==> src/rtl/csr_file_m.sv <==
// rtl/csr_file_m.sv - machine-mode CSR file: Zicsr ops, traps, mret, cycle/instret counters
// Optional minstret counter enabled by defining CSR_MINSTRET_EN.
module csr_file_m #(
    parameter logic [31:0] MVENDORID = 32'h79737978,
    parameter logic [31:0] MARCHID   = 32'd25070198,
    parameter int          CNT_WIDTH = 64,
    parameter logic [31:0] MTVEC_RST = 32'h0
) (
    input  logic        clk,
    input  logic        rst,
    input  logic [1:0]  csr_op,
    input  logic [11:0] csr_addr,
    input  logic [31:0] csr_wdata,
    output logic [31:0] csr_rdata,
    output logic        csr_illegal,
    input  logic        instret_inc,
    input  logic        trap_valid,
    input  logic [31:0] trap_cause,
    input  logic [31:0] trap_pc,
    input  logic        mret,
    output logic [31:0] trap_vec,
    output logic [31:0] mepc_o
);
    localparam logic [1:0] OP_NONE = 2'b00;
    localparam logic [1:0] OP_RW   = 2'b01;
    localparam logic [1:0] OP_RS   = 2'b10;
    localparam logic [1:0] OP_RC   = 2'b11;

    localparam logic [11:0] A_MSTATUS   = 12'h300;
    localparam logic [11:0] A_MTVEC     = 12'h305;
    localparam logic [11:0] A_MEPC      = 12'h341;
    localparam logic [11:0] A_MCAUSE    = 12'h342;
    localparam logic [11:0] A_MCYCLE    = 12'hB00;
    localparam logic [11:0] A_MCYCLEH   = 12'hB80;
    localparam logic [11:0] A_MINSTRET  = 12'hB02;
    localparam logic [11:0] A_MINSTRETH = 12'hB82;
    localparam logic [11:0] A_MVENDORID = 12'hF11;
    localparam logic [11:0] A_MARCHID   = 12'hF12;

    logic                 mie, mpie;
    logic [31:0]          mtvec, mepc, mcause;
    logic [CNT_WIDTH-1:0] mcycle;
    logic [63:0]          cyc64, cyc_nxt;
    logic [31:0]          mstatus_rd, wval;
    logic                 implemented, read_only, wants_write, wr_en;

    assign cyc64      = 64'(mcycle);
    assign mstatus_rd = {19'b0, 2'b11, 3'b0, mpie, 3'b0, mie, 3'b0};
`ifdef CSR_MINSTRET_EN
    logic [CNT_WIDTH-1:0] minstret;
    logic [63:0]          ret64, ret_nxt;
    assign ret64 = 64'(minstret);
`else
    logic unused_instret;
    assign unused_instret = instret_inc;
`endif

    always_comb begin
        csr_rdata   = 32'h0;
        implemented = 1'b1;
        read_only   = 1'b0;
        case (csr_addr)
            A_MSTATUS:   csr_rdata = mstatus_rd;
            A_MTVEC:     csr_rdata = mtvec;
            A_MEPC:      csr_rdata = mepc;
            A_MCAUSE:    csr_rdata = mcause;
            A_MCYCLE:    csr_rdata = cyc64[31:0];
            A_MCYCLEH:   csr_rdata = cyc64[63:32];
`ifdef CSR_MINSTRET_EN
            A_MINSTRET:  csr_rdata = ret64[31:0];
            A_MINSTRETH: csr_rdata = ret64[63:32];
`endif
            A_MVENDORID: begin csr_rdata = MVENDORID; read_only = 1'b1; end
            A_MARCHID:   begin csr_rdata = MARCHID;   read_only = 1'b1; end
            default:     implemented = 1'b0;
        endcase
    end

    // RS/RC with a zero mask are pure reads, so they are legal on read-only CSRs
    assign wants_write = (csr_op == OP_RW) || (csr_wdata != 32'h0);
    assign csr_illegal = (csr_op != OP_NONE) && (!implemented || (read_only && wants_write));
    assign wr_en       = (csr_op != OP_NONE) && wants_write && !csr_illegal && !trap_valid;

    always_comb begin
        case (csr_op)
            OP_RW:   wval = csr_wdata;
            OP_RS:   wval = csr_rdata | csr_wdata;
            OP_RC:   wval = csr_rdata & ~csr_wdata;
            default: wval = csr_rdata;
        endcase
    end

    // Counters are computed 64 bits wide and truncated, which wraps at 2^CNT_WIDTH
    always_comb begin
        if (wr_en && csr_addr == A_MCYCLE)       cyc_nxt = {cyc64[63:32], wval};
        else if (wr_en && csr_addr == A_MCYCLEH) cyc_nxt = {wval, cyc64[31:0]};
        else                                     cyc_nxt = cyc64 + 64'd1;
    end
`ifdef CSR_MINSTRET_EN
    always_comb begin
        if (wr_en && csr_addr == A_MINSTRET)       ret_nxt = {ret64[63:32], wval};
        else if (wr_en && csr_addr == A_MINSTRETH) ret_nxt = {wval, ret64[31:0]};
        else if (instret_inc)                      ret_nxt = ret64 + 64'd1;
        else                                       ret_nxt = ret64;
    end
`endif

    always_ff @(posedge clk or posedge rst) begin
        if (rst) begin
            mcycle <= '0;
`ifdef CSR_MINSTRET_EN
            minstret <= '0;
`endif
            mtvec  <= MTVEC_RST;
            mepc   <= 32'h0;
            mcause <= 32'h0;
            mie    <= 1'b0;
            mpie   <= 1'b0;
        end else begin
            mcycle <= cyc_nxt[CNT_WIDTH-1:0];
`ifdef CSR_MINSTRET_EN
            minstret <= ret_nxt[CNT_WIDTH-1:0];
`endif
            if (trap_valid) begin
                mepc   <= {trap_pc[31:2], 2'b00};
                mcause <= trap_cause;
                mpie   <= mie;
                mie    <= 1'b0;
            end else begin
                if (wr_en) begin
                    case (csr_addr)
                        A_MSTATUS: begin mie <= wval[3]; mpie <= wval[7]; end
                        A_MTVEC:   mtvec  <= wval;
                        A_MEPC:    mepc   <= {wval[31:2], 2'b00};
                        A_MCAUSE:  mcause <= wval;
                        default:   ;
                    endcase
                end
                // mret is ordered after the CSR write so it owns MIE/MPIE
                if (mret) begin
                    mie  <= mpie;
                    mpie <= 1'b1;
                end
            end
        end
    end

    assign trap_vec = {mtvec[31:2], 2'b00};
    assign mepc_o   = mepc;
endmodule

==> config.mk <==
export PLATFORM = sky130hd
export DESIGN_NAME = csr_file_m
export DESIGN_NICKNAME = d
export VERILOG_FILES = /design/src/rtl/csr_file_m.sv
export SDC_FILE = /design/constraint.sdc
export NUM_CORES = 1
export LEC_CHECK = 0
export CAP_MARGIN = 15
export CORE_ASPECT_RATIO = 1.2
export CORE_MARGIN = 10
export CORE_UTILIZATION = 35
export CTS_BUF_LIST = sky130_fd_sc_hd__clkbuf_8
export DETAILED_ROUTE_END_ITERATION = 10
export PLACE_DENSITY = 0.66
export SLEW_MARGIN = 10
export SYNTH_ARGS = -nofsm -noshare
export SYNTH_HDL_FRONTEND = slang
export SYNTH_SLANG_ARGS = --single-unit
export TNS_END_PERCENT = 10
==> constraint.sdc <==
create_clock -name clk -period 5.5 [get_ports clk]
set_clock_uncertainty 0.15 [all_clocks]
set_input_delay 1.1 -clock clk [delete_from_list [all_inputs] [get_ports clk]]
set_output_delay 1.1 -clock clk [all_outputs]
set_load 0.005 [all_outputs]
==> results.py, run 1 <==
metrics = {
    "outcome": {
        "status": "completed",
    },
    "clocking": {
        "htree_levels": 4,
        "root_buffer": "clkbuf_8",
        "clock_path_buffers": 2,
        "cts_resized": 0,
        "path_clk_slew_ns": 0.09,
        "cts_buffers": 17,
        "cts_tree": "built",
        "cts.repair_timing.setup_buffer_count": 0,
        "clock_sinks": 160,
        "clk_latency_ns": 0.49,
        "ctsHoldBuffers": 0,
    },
    "setup_path": {
        "r2r_cells": 7,
        "critPathArrivalTime_ns": 3.92,
        "cp-start-kind": "input pin",
        "cp_max_fo": 8,
        "rr_startpoint": "cyc64[0]",
        "end_kind": "output pin",
        "required_ns": 4.25,
        "reg2reg_slack_ns": 2.13,
        "worstReg2RegEnd": "cyc64[52]",
        "critPathKind": "in -> out",
    },
    "die": {
        "die-area_um2": 39500,
        "die_w_um": 183,
        "core-area_um2": 31400,
        "initial_utilization_pct": 35.5,
        "fp.dieH_um": 216,
        "fp-row-count": 71,
        "pin_count": 212,
    },
    "run": {
        "maxCapViolations": 0,
    },
    "place": {
        "io_buffers": 204,
        "gp_congestion": 0.940,
        "place_hpwl_mm": 35.4,
    },
    "synthesis": {
        "postSynthAreaPerCell_um2": 8.62,
        "synth.most_common_cell": "dfrtp_1",
        "synthCells": 1296,
        "ys_top_cells_by_area": "dfrtp_1, a21oi_1, a22oi_1",
        "synth.top_cell.area_share_pct": 35.8,
        "async_reset_ff_share_pct": 100,
        "synth-main-ff-cell": "dfrtp_1",
        "yosys.area.top_type": "dfrtp_1",
        "yosysUniqueCellTypes": 84,
        "yosysWarnings": 0,
        "ys_ff_latch": 160,
        "ys_seq_area_share_pct": 35.8,
        "syn_area_um2": 11200,
        "synth_common_cells": "dfrtp_1, a21oi_1, nor2_1, o21ai_0, nand2_1",
        "synth_edf_count": 0,
    },
    "routing": {
        "dr_total_vias": 11600,
        "drt-total-wl_mm": 47.3,
        "drt_first_pass_iters": 6,
        "drc": 0,
        "ant_nets": 0,
        "detail_route.wl_per_cell_um": 25.7,
        "via_per_inst": 6.33,
        "drt_iter0_drc": 1150,
    },
    "grt": {
        "grt_first_pass_wirelength_mm": 71.5,
        "grt_max_degree": 161,
        "grt_pass1_vias": 11100,
        "antenna_found_initial": 0,
        "grt_usage_pct": 23.2,
        "grt.overflow.total": 0,
    },
    "min_path": {
        "worstHoldEndpoint": "mtvec[1]",
        "worstHoldPathType": "reg -> reg",
        "hold_depth": 1,
        "hp-start": "mtvec[1]",
    },
    "timing": {
        "maxSlewViolCount": 0,
        "rsz0062_at_grt": "no",
        "relSlewSlack_pct": 18.8,
        "period_share_pct": 94.0,
        "finalSetupViolations": 0,
        "fin_setup_tns_ns": 0,
        "tightest_slew_ns": 1.21,
        "period_needed_ns": 5.17,
        "max_freq_ghz": 0.193,
        "hold_viol_final": 0,
    },
    "finish": {
        "nets": 1543,
        "fin_util_pct": 44.0,
        "syn_to_final_growth_pct": 23.9,
        "antenna_cells": 0,
        "drive_above_1_share_pct": 9.59,
    },
    "power": {
        "power_density_nw_per_um2": 209,
        "ir_worst_vdd_uv": 144,
        "power.leakage_nw": 5.43,
    },
}
-- power breakdown --
group | leakage (nW) | internal, W | total (W) | switching [W]
Combinational | 3.26 | 0.000259 | 0.000570 | 0.000312
Sequential | 1.96 | 0.00126 | 0.00138 | 0.000114
Clock | 0.207 | 0.000483 | 0.000948 | 0.000465
Total | 5.43 | 0.00200 | 0.00289 | 0.000891
-- per-stage QoR --
| step | hold slack (ns) | total power, W | std cells | setup WS, ns | area (um2) |
|---|---|---|---|---|---|
| 5_1_grt | 0.388 | 0.00301 | 1840 | 0.278 | 13800 |
| 2_1_floorplan | 0.330 | 0.00168 | 1299 | 1.62 | 11200 |
| 6_report | 0.366 | 0.00289 | 1840 | 0.327 | 13800 |
| 4_1_cts | 0.367 | 0.00289 | 1840 | 0.364 | 13800 |
| 3_3_place_gp | 0.342 | 0.00194 | 1809 | 0.419 | 13400 |
| 3_5_place_dp | 0.346 | 0.00195 | 1809 | 0.372 | 13400 |
-- cell type report --
class / instances / area [um2]
Sequential cell: 160 / 4000
Multi-Input combinational cell: 973 / 6370
Timing Repair Buffer: 249 / 2450
Clock buffer: 17 / 234
Inverter: 26 / 101
Clock inverter: 14 / 176
Fill cell: 3091 / 17600
Tap cell: 401 / 502
-- kinds of logic (layout without fill, tap and decap cells) --
group / count (synthesis) / in the layout / synth area share [%]
fa+ha+maj: 1 / 1 / 0.112
mux: 40 / 40 / 3.77
buf+inv: 166 / 306 / 7.56
other cells: 1 / 4 / 0.0336
flops: 160 / 160 / 35.8
compound gates: 472 / 472 / 29.0
simple gates: 423 / 423 / 21.1
xor+xnor: 33 / 33 / 2.59
-- layout by cell type (no fill, tap or decap), drive strengths merged, types with 16 or more instances in the layout --
master / netlist / routed
o221ai: 20 / 20
nand3: 46 / 46
nor2b: 29 / 29
nand4: 29 / 29
a221o: 28 / 28
o21ai: 95 / 95
nor2: 85 / 85
a21o: 17 / 17
or3: 16 / 16
clkbuf: 58 / 17
and3: 18 / 18
nor3: 27 / 27
xnor2: 33 / 33
nand2: 76 / 76
clkdlybuf4s50: 0 / 201
inv: 26 / 28
a21oi: 112 / 112
nor4: 32 / 32
a211oi: 40 / 40
buf: 82 / 48
mux2i: 23 / 23
a22oi: 62 / 62
mux2: 17 / 17
dfrtp: 160 / 160
-- worst max-delay path by stage --
stage	startpoint	to	slack (ns)	cells past startpoint
after floorplan	csr_addr[1]	csr_rdata[18]	1.62	7
after global placement	csr_addr[1]	csr_rdata[22]	0.42	6
after detailed placement	csr_addr[1]	csr_rdata[22]	0.37	6
after CTS	csr_addr[1]	csr_rdata[22]	0.36	6
after global routing	csr_addr[1]	csr_rdata[22]	0.28	6
final	csr_addr[1]	csr_rdata[22]	0.33	6
-- metal layers --
layer / wire, um / global-route usage [%] / vias up
met2: 22400 / 38.0 / 601
met1: 19100 / 29.0 / 5766
met3: 3970 / 4.86 / 97
li1: - / - / 5182
met4: 1830 / 9.69 / 0
met5: 0 / 0 / -
-- state kept, by name, summed over array words and instances, names as in the netlist --
signal	flops
cyc64	64
mcause	32
mepc_o	30
mtvec	32
mpie	1
mie	1
-- critical path, stage by stage --
cell and delay [ns]:
clkdlybuf4s50_1 0.60, or4_1 0.65, nor2_1 0.50, a221o_1 0.34, o21bai_1 0.18, clkdlybuf4s50_1 0.55
(Power assumes the default switching activity.)
==> inputs of run 2 (changes only) <==
--- a/config.mk
+++ b/config.mk
@@ -7,7 +7,7 @@
 export LEC_CHECK = 0
 export CAP_MARGIN = 15
 export CORE_ASPECT_RATIO = 1.2
-export CORE_MARGIN = 10
+export CORE_MARGIN = 5
 export CORE_UTILIZATION = 35
 export CTS_BUF_LIST = sky130_fd_sc_hd__clkbuf_8
 export DETAILED_ROUTE_END_ITERATION = 10
==> run 2 against run 1 <==
Cell count increased by 0.22%; non-clock buffer count grew 5; setup slack got worse by 0.048 ns; fmax shrank 0.92%; register-to-register slack worse by 0.04 ns; total power decreased by 2.4%; utilization decreased by 0.052 points.
==> results.py, run 2 (synthesized netlist as in run 1, its figures left out) <==
metrics = {
    "outcome": {
        "status": "completed",
    },
    "finish": {
        "nets": 1548,
        "drive_above_1_share_pct": 10.0,
        "antenna_cells": 0,
        "mostFrequentLayoutCell": "clkdlybuf4s50_1",
        "largest_reg_flops": 64,
        "mostFrequentLayoutCells": "clkdlybuf4s50_1, dfrtp_1, a21oi_1",
        "syn_to_final_growth_pct": 23.8,
    },
    "timing": {
        "rsz0062_at_grt": "no",
        "relSlewSlack_pct": 28.9,
        "fin_ws_ns": 0.279,
        "period_needed_ns": 5.22,
        "max_freq_ghz": 0.192,
        "fin_setup_tns_ns": 0,
        "period_share_pct": 94.9,
        "maxSlewViolCount": 0,
        "tightest_slew_ns": 1.05,
        "hold_viol_final": 0,
        "finalSetupViolations": 0,
    },
    "die": {
        "die_w_um": 173,
        "pin_count": 212,
        "fp-row-count": 71,
        "core-area_um2": 31400,
        "die-area_um2": 35600,
        "fp.dieH_um": 206,
        "initial_utilization_pct": 35.5,
    },
    "setup_path": {
        "required_ns": 4.25,
        "critPathArrivalTime_ns": 3.97,
        "cp_common_cell": "clkdlybuf4s50_1",
        "critPathKind": "in -> out",
        "path_cells": "clkdlybuf4s50_1 > or4_1 > nor3_2 > buf_4 > a221o_1 > o21bai_1 > clkdlybuf4s50_1",
        "cp_max_fo": 16,
        "cpPeakStageDelay_ns": 0.77,
        "cp-start-kind": "input pin",
        "cp_slowest_cell": "or4_1",
        "end_kind": "output pin",
    },
    "place": {
        "gp_congestion": 0.919,
        "dp_slack_ns": 0.358,
        "place_hpwl_mm": 34.8,
        "io_buffers": 204,
    },
    "grt": {
        "grt_first_pass_wirelength_mm": 71.0,
        "grt.overflow.total": 0,
        "grt.met1_usage_pct": 33.4,
        "top_usage_layer": "met2",
        "antenna_found_initial": 0,
        "use_met2_pct": 42.6,
        "grt_usage_pct": 25.6,
        "grt_max_degree": 161,
        "grt_pass1_vias": 11200,
        "use_met3_pct": 5.03,
    },
    "routing": {
        "drt-total-wl_mm": 46.6,
        "via_per_inst": 6.28,
        "dr_total_vias": 11600,
        "ant_nets": 0,
        "detail_route.wl_per_cell_um": 25.3,
        "drc": 0,
        "drt_iter0_drc": 1686,
        "drt_first_pass_iters": 6,
    },
    "clocking": {
        "cts_tree": "built",
        "path_clk_slew_ns": 0.08,
        "clk_latency_ns": 0.48,
        "cts.repair_timing.setup_buffer_count": 0,
        "clock_sinks": 160,
        "cts_buffers": 17,
        "cts_resized": 0,
        "htree_levels": 4,
        "clock_path_buffers": 2,
        "root_buffer": "clkbuf_8",
        "ctsHoldBuffers": 0,
    },
    "power": {
        "power_density_nw_per_um2": 204,
        "ir_worst_vdd_uv": 141,
        "power.leakage_nw": 5.42,
    },
    "min_path": {
        "worstHoldPathType": "reg -> reg",
    },
    "run": {
        "maxCapViolations": 0,
    },
}
[run 2: layout make-up]
class                      instances  area [um2]
fill                            3087       17600
multi-input combinational        973        6380
sequential                       160        4000
timing repair buffer             254        2460
tap                              401         502
clock buffer                      19         262
clock inverter                    11         118
inverter                          26         101
[run 2: metrics by stage]
stage | total power, W | std cells | instance area (um2) | utilization, % | hold WS (ns)
2_1_floorplan | 0.00168 | 1299 | 11200 | - | 0.330
3_3_place_gp | 0.00194 | 1813 | 13400 | 42.7 | 0.345
3_5_place_dp | 0.00195 | 1813 | 13400 | 42.7 | 0.351
4_1_cts | 0.00282 | 1843 | 13800 | 44.0 | 0.370
5_1_grt | 0.00294 | 1844 | 13800 | 44.0 | 0.410
6_report | 0.00282 | 1844 | 13800 | 44.0 | 0.378
[run 2: worst max-delay path, delay by kind of cell]
family | cells | cell delay (ns)
AOI/OAI and AO/OA | 2 | 0.40
buffers and inverters | 3 | 1.43
and+or+nand+nor | 2 | 1.02
[run 2: metal layers]
metal / part of all wire (%) / wire, um
met5: 0 / 0
met1: 40 / 18800
met3: 8.7 / 4030
met2: 48 / 22200
met4: 3.4 / 1600
[run 2: power breakdown]
group | internal [W] | switching [W] | total (W)
logic | 0.000259 | 0.000310 | 0.000570
registers | 0.00126 | 0.000115 | 0.00138
clock network | 0.000418 | 0.000459 | 0.000877
[run 2: path summary, 6_finish.rpt]
check	startpoint	endpoint	slack, ns	depth (start not counted)
worst max register to register	cyc64[0]	cyc64[52]	2.09	7
max in group asynchronous	rst	cyc64[63]	3.44	3
worst min register to register	mtvec[1]	mtvec[1]	0.38	1
worst max-delay path	csr_addr[2]	csr_rdata[5]	0.28	7
worst min-delay path	mtvec[1]	mtvec[1]	0.38	1
min in group asynchronous	rst	mepc_o[14]	1.02	3
==> inputs of run 3 (changes only) <==
--- a/config.mk
+++ b/config.mk
@@ -9,7 +9,6 @@
 export CORE_ASPECT_RATIO = 1.2
 export CORE_MARGIN = 5
 export CORE_UTILIZATION = 35
-export CTS_BUF_LIST = sky130_fd_sc_hd__clkbuf_8
 export DETAILED_ROUTE_END_ITERATION = 10
 export PLACE_DENSITY = 0.66
 export SLEW_MARGIN = 10
==> run 3 against run 2 <==
Die area is the same; hold slack got worse by 0.0059 ns; critical path depth did not move; utilization grew 0.61 points; total power is 11% higher; sequential cell count unchanged; largest cell class unchanged; cell count did not move; clock-buffer cell count is 1 higher; first-iteration DRC count decreased by 10%; sequential share of layout area fell by 0.40 points; combinational power about the same.
==> results.py, run 3 (synthesized netlist as in run 1, its figures left out) <==
metrics = {
    "outcome": {
        "status": "completed",
    },
    "finish": {
        "syn_to_final_growth_pct": 25.5,
        "antenna_cells": 0,
        "fillers": 3062,
        "nets": 1548,
        "mostFrequentLayoutCell": "clkdlybuf4s50_1",
        "largest_reg_flops": 64,
        "drive_above_1_share_pct": 10.0,
        "mostFrequentLayoutCells": "clkdlybuf4s50_1, dfrtp_1, a21oi_1",
        "fin_util_pct": 44.6,
    },
    "power": {
        "power.leakage_nw": 5.51,
        "ir_worst_vdd_uv": 210,
        "power_density_nw_per_um2": 223,
    },
    "min_path": {
        "hold_depth": 1,
        "hp-start": "mtvec[1]",
        "worstHoldPathType": "reg -> reg",
    },
    "die": {
        "fp.dieH_um": 206,
        "die_w_um": 173,
        "die-area_um2": 35600,
        "initial_utilization_pct": 35.5,
        "pin_count": 212,
        "core-area_um2": 31400,
        "fp-row-count": 71,
    },
    "setup_path": {
        "critPathKind": "in -> out",
        "cp_slowest_cell": "or4_1",
        "critPathArrivalTime_ns": 3.94,
        "required_ns": 4.25,
        "rr_startpoint": "cyc64[0]",
        "r2r_cells": 7,
        "crit_buf_inv": 3,
        "cpPeakStageDelay_ns": 0.77,
        "cp-start-kind": "input pin",
        "cp_max_fo": 16,
        "path_cells": "clkdlybuf4s50_1 > or4_1 > nor3_2 > buf_4 > a221o_1 > o21bai_1 > clkdlybuf4s50_1",
        "cp_num_cells": 7,
        "end_kind": "output pin",
        "crit_start": "csr_addr[2]",
        "cp_common_cell": "clkdlybuf4s50_1",
        "critPathTopFamily": "buffers and inverters",
    },
    "routing": {
        "drt_iter0_drc": 1515,
        "ant_nets": 0,
        "via_per_inst": 6.31,
        "drt-total-wl_mm": 47.1,
        "dr_total_vias": 11600,
        "detail_route.wl_per_cell_um": 25.5,
        "drc": 0,
        "drt_first_pass_iters": 6,
    },
    "grt": {
        "grt_first_pass_wirelength_mm": 71.6,
        "antenna_found_initial": 0,
        "grt_max_degree": 161,
        "grt_pass1_vias": 11200,
        "grt.overflow.total": 0,
        "grt_usage_pct": 25.7,
    },
    "place": {
        "dp_slack_ns": 0.358,
        "place_hpwl_mm": 34.8,
        "io_buffers": 204,
        "gp_congestion": 0.919,
    },
    "timing": {
        "holdWs_ns": 0.372,
        "period_needed_ns": 5.19,
        "maxSlewViolCount": 0,
        "rsz0062_at_grt": "no",
        "finalSetupViolations": 0,
        "hold_viol_final": 0,
        "fin_ws_ns": 0.307,
        "period_share_pct": 94.4,
        "tightest_slew_ns": 1.10,
        "fin_setup_tns_ns": 0,
        "max_freq_ghz": 0.193,
        "relSlewSlack_pct": 25.8,
    },
    "clocking": {
        "clock_sinks": 160,
        "cts_tree": "built",
        "ctsHoldBuffers": 0,
        "htree_levels": 4,
        "root_buffer": "clkbuf_16",
        "clock_path_buffers": 2,
        "path_clk_slew_ns": 0.06,
        "cts.repair_timing.setup_buffer_count": 0,
        "cts_resized": 0,
        "clk_latency_ns": 0.43,
        "cts_buffers": 17,
    },
    "run": {
        "maxCapViolations": 0,
    },
}
run 3: routing by layer:
metal	up-vias	track usage [%]	routed length (um)
met3	72	4.36	3590
met2	646	43.1	22500
met5	-	0	0
li1	5197	-	-
met4	0	7.90	1330
met1	5715	34.1	19700
run 3: final timing paths:
check	slack [ns]	end
worst min register to register	0.37	mtvec[1]
worst max-delay path	0.31	csr_rdata[5]
worst max register to register	2.19	cyc64[52]
max in group asynchronous	3.38	cyc64[57]
min in group asynchronous	1.05	mepc_o[14]
worst min-delay path	0.37	mtvec[1]
run 3: where the power goes:
| part | internal (W) | switching [W] | total (W) | leakage (nW) |
|---|---|---|---|---|
| clock | 0.000685 | 0.000497 | 0.00118 | 0.270 |
| sequential | 0.00126 | 0.000117 | 0.00138 | 1.96 |
| combinational | 0.000259 | 0.000312 | 0.000571 | 3.28 |
run 3: layout make-up:
class | instances | area [um2] | area share, %
clock inverters | 10 | 114 | 0.812
inverters | 26 | 101 | 0.723
multi-input cells | 973 | 6380 | 45.5
flip-flops and latches | 160 | 4000 | 28.6
well taps | 401 | 502 | 3.58
repair buffers | 254 | 2460 | 17.6
clock buffers | 20 | 457 | 3.26
run 3: worst register-to-register path, stage by stage, from the launching register on:
cell and delay (ns):
dfrtp_1 0.47, ha_1 0.29, nand3_1 0.24, nor4_1 0.59, nand3_1 0.46, nor3_1 0.54, o21ai_0 0.15, a211o_1 0.31
run 3: metrics by stage:
step / total power (W) / cell area, um2 / std cells
3_5_place_dp: 0.00195 / 13400 / 1813
5_1_grt: 0.00325 / 14000 / 1844
6_report: 0.00313 / 14000 / 1844
4_1_cts: 0.00313 / 14000 / 1843
3_3_place_gp: 0.00194 / 13400 / 1813
2_1_floorplan: 0.00168 / 11200 / 1299
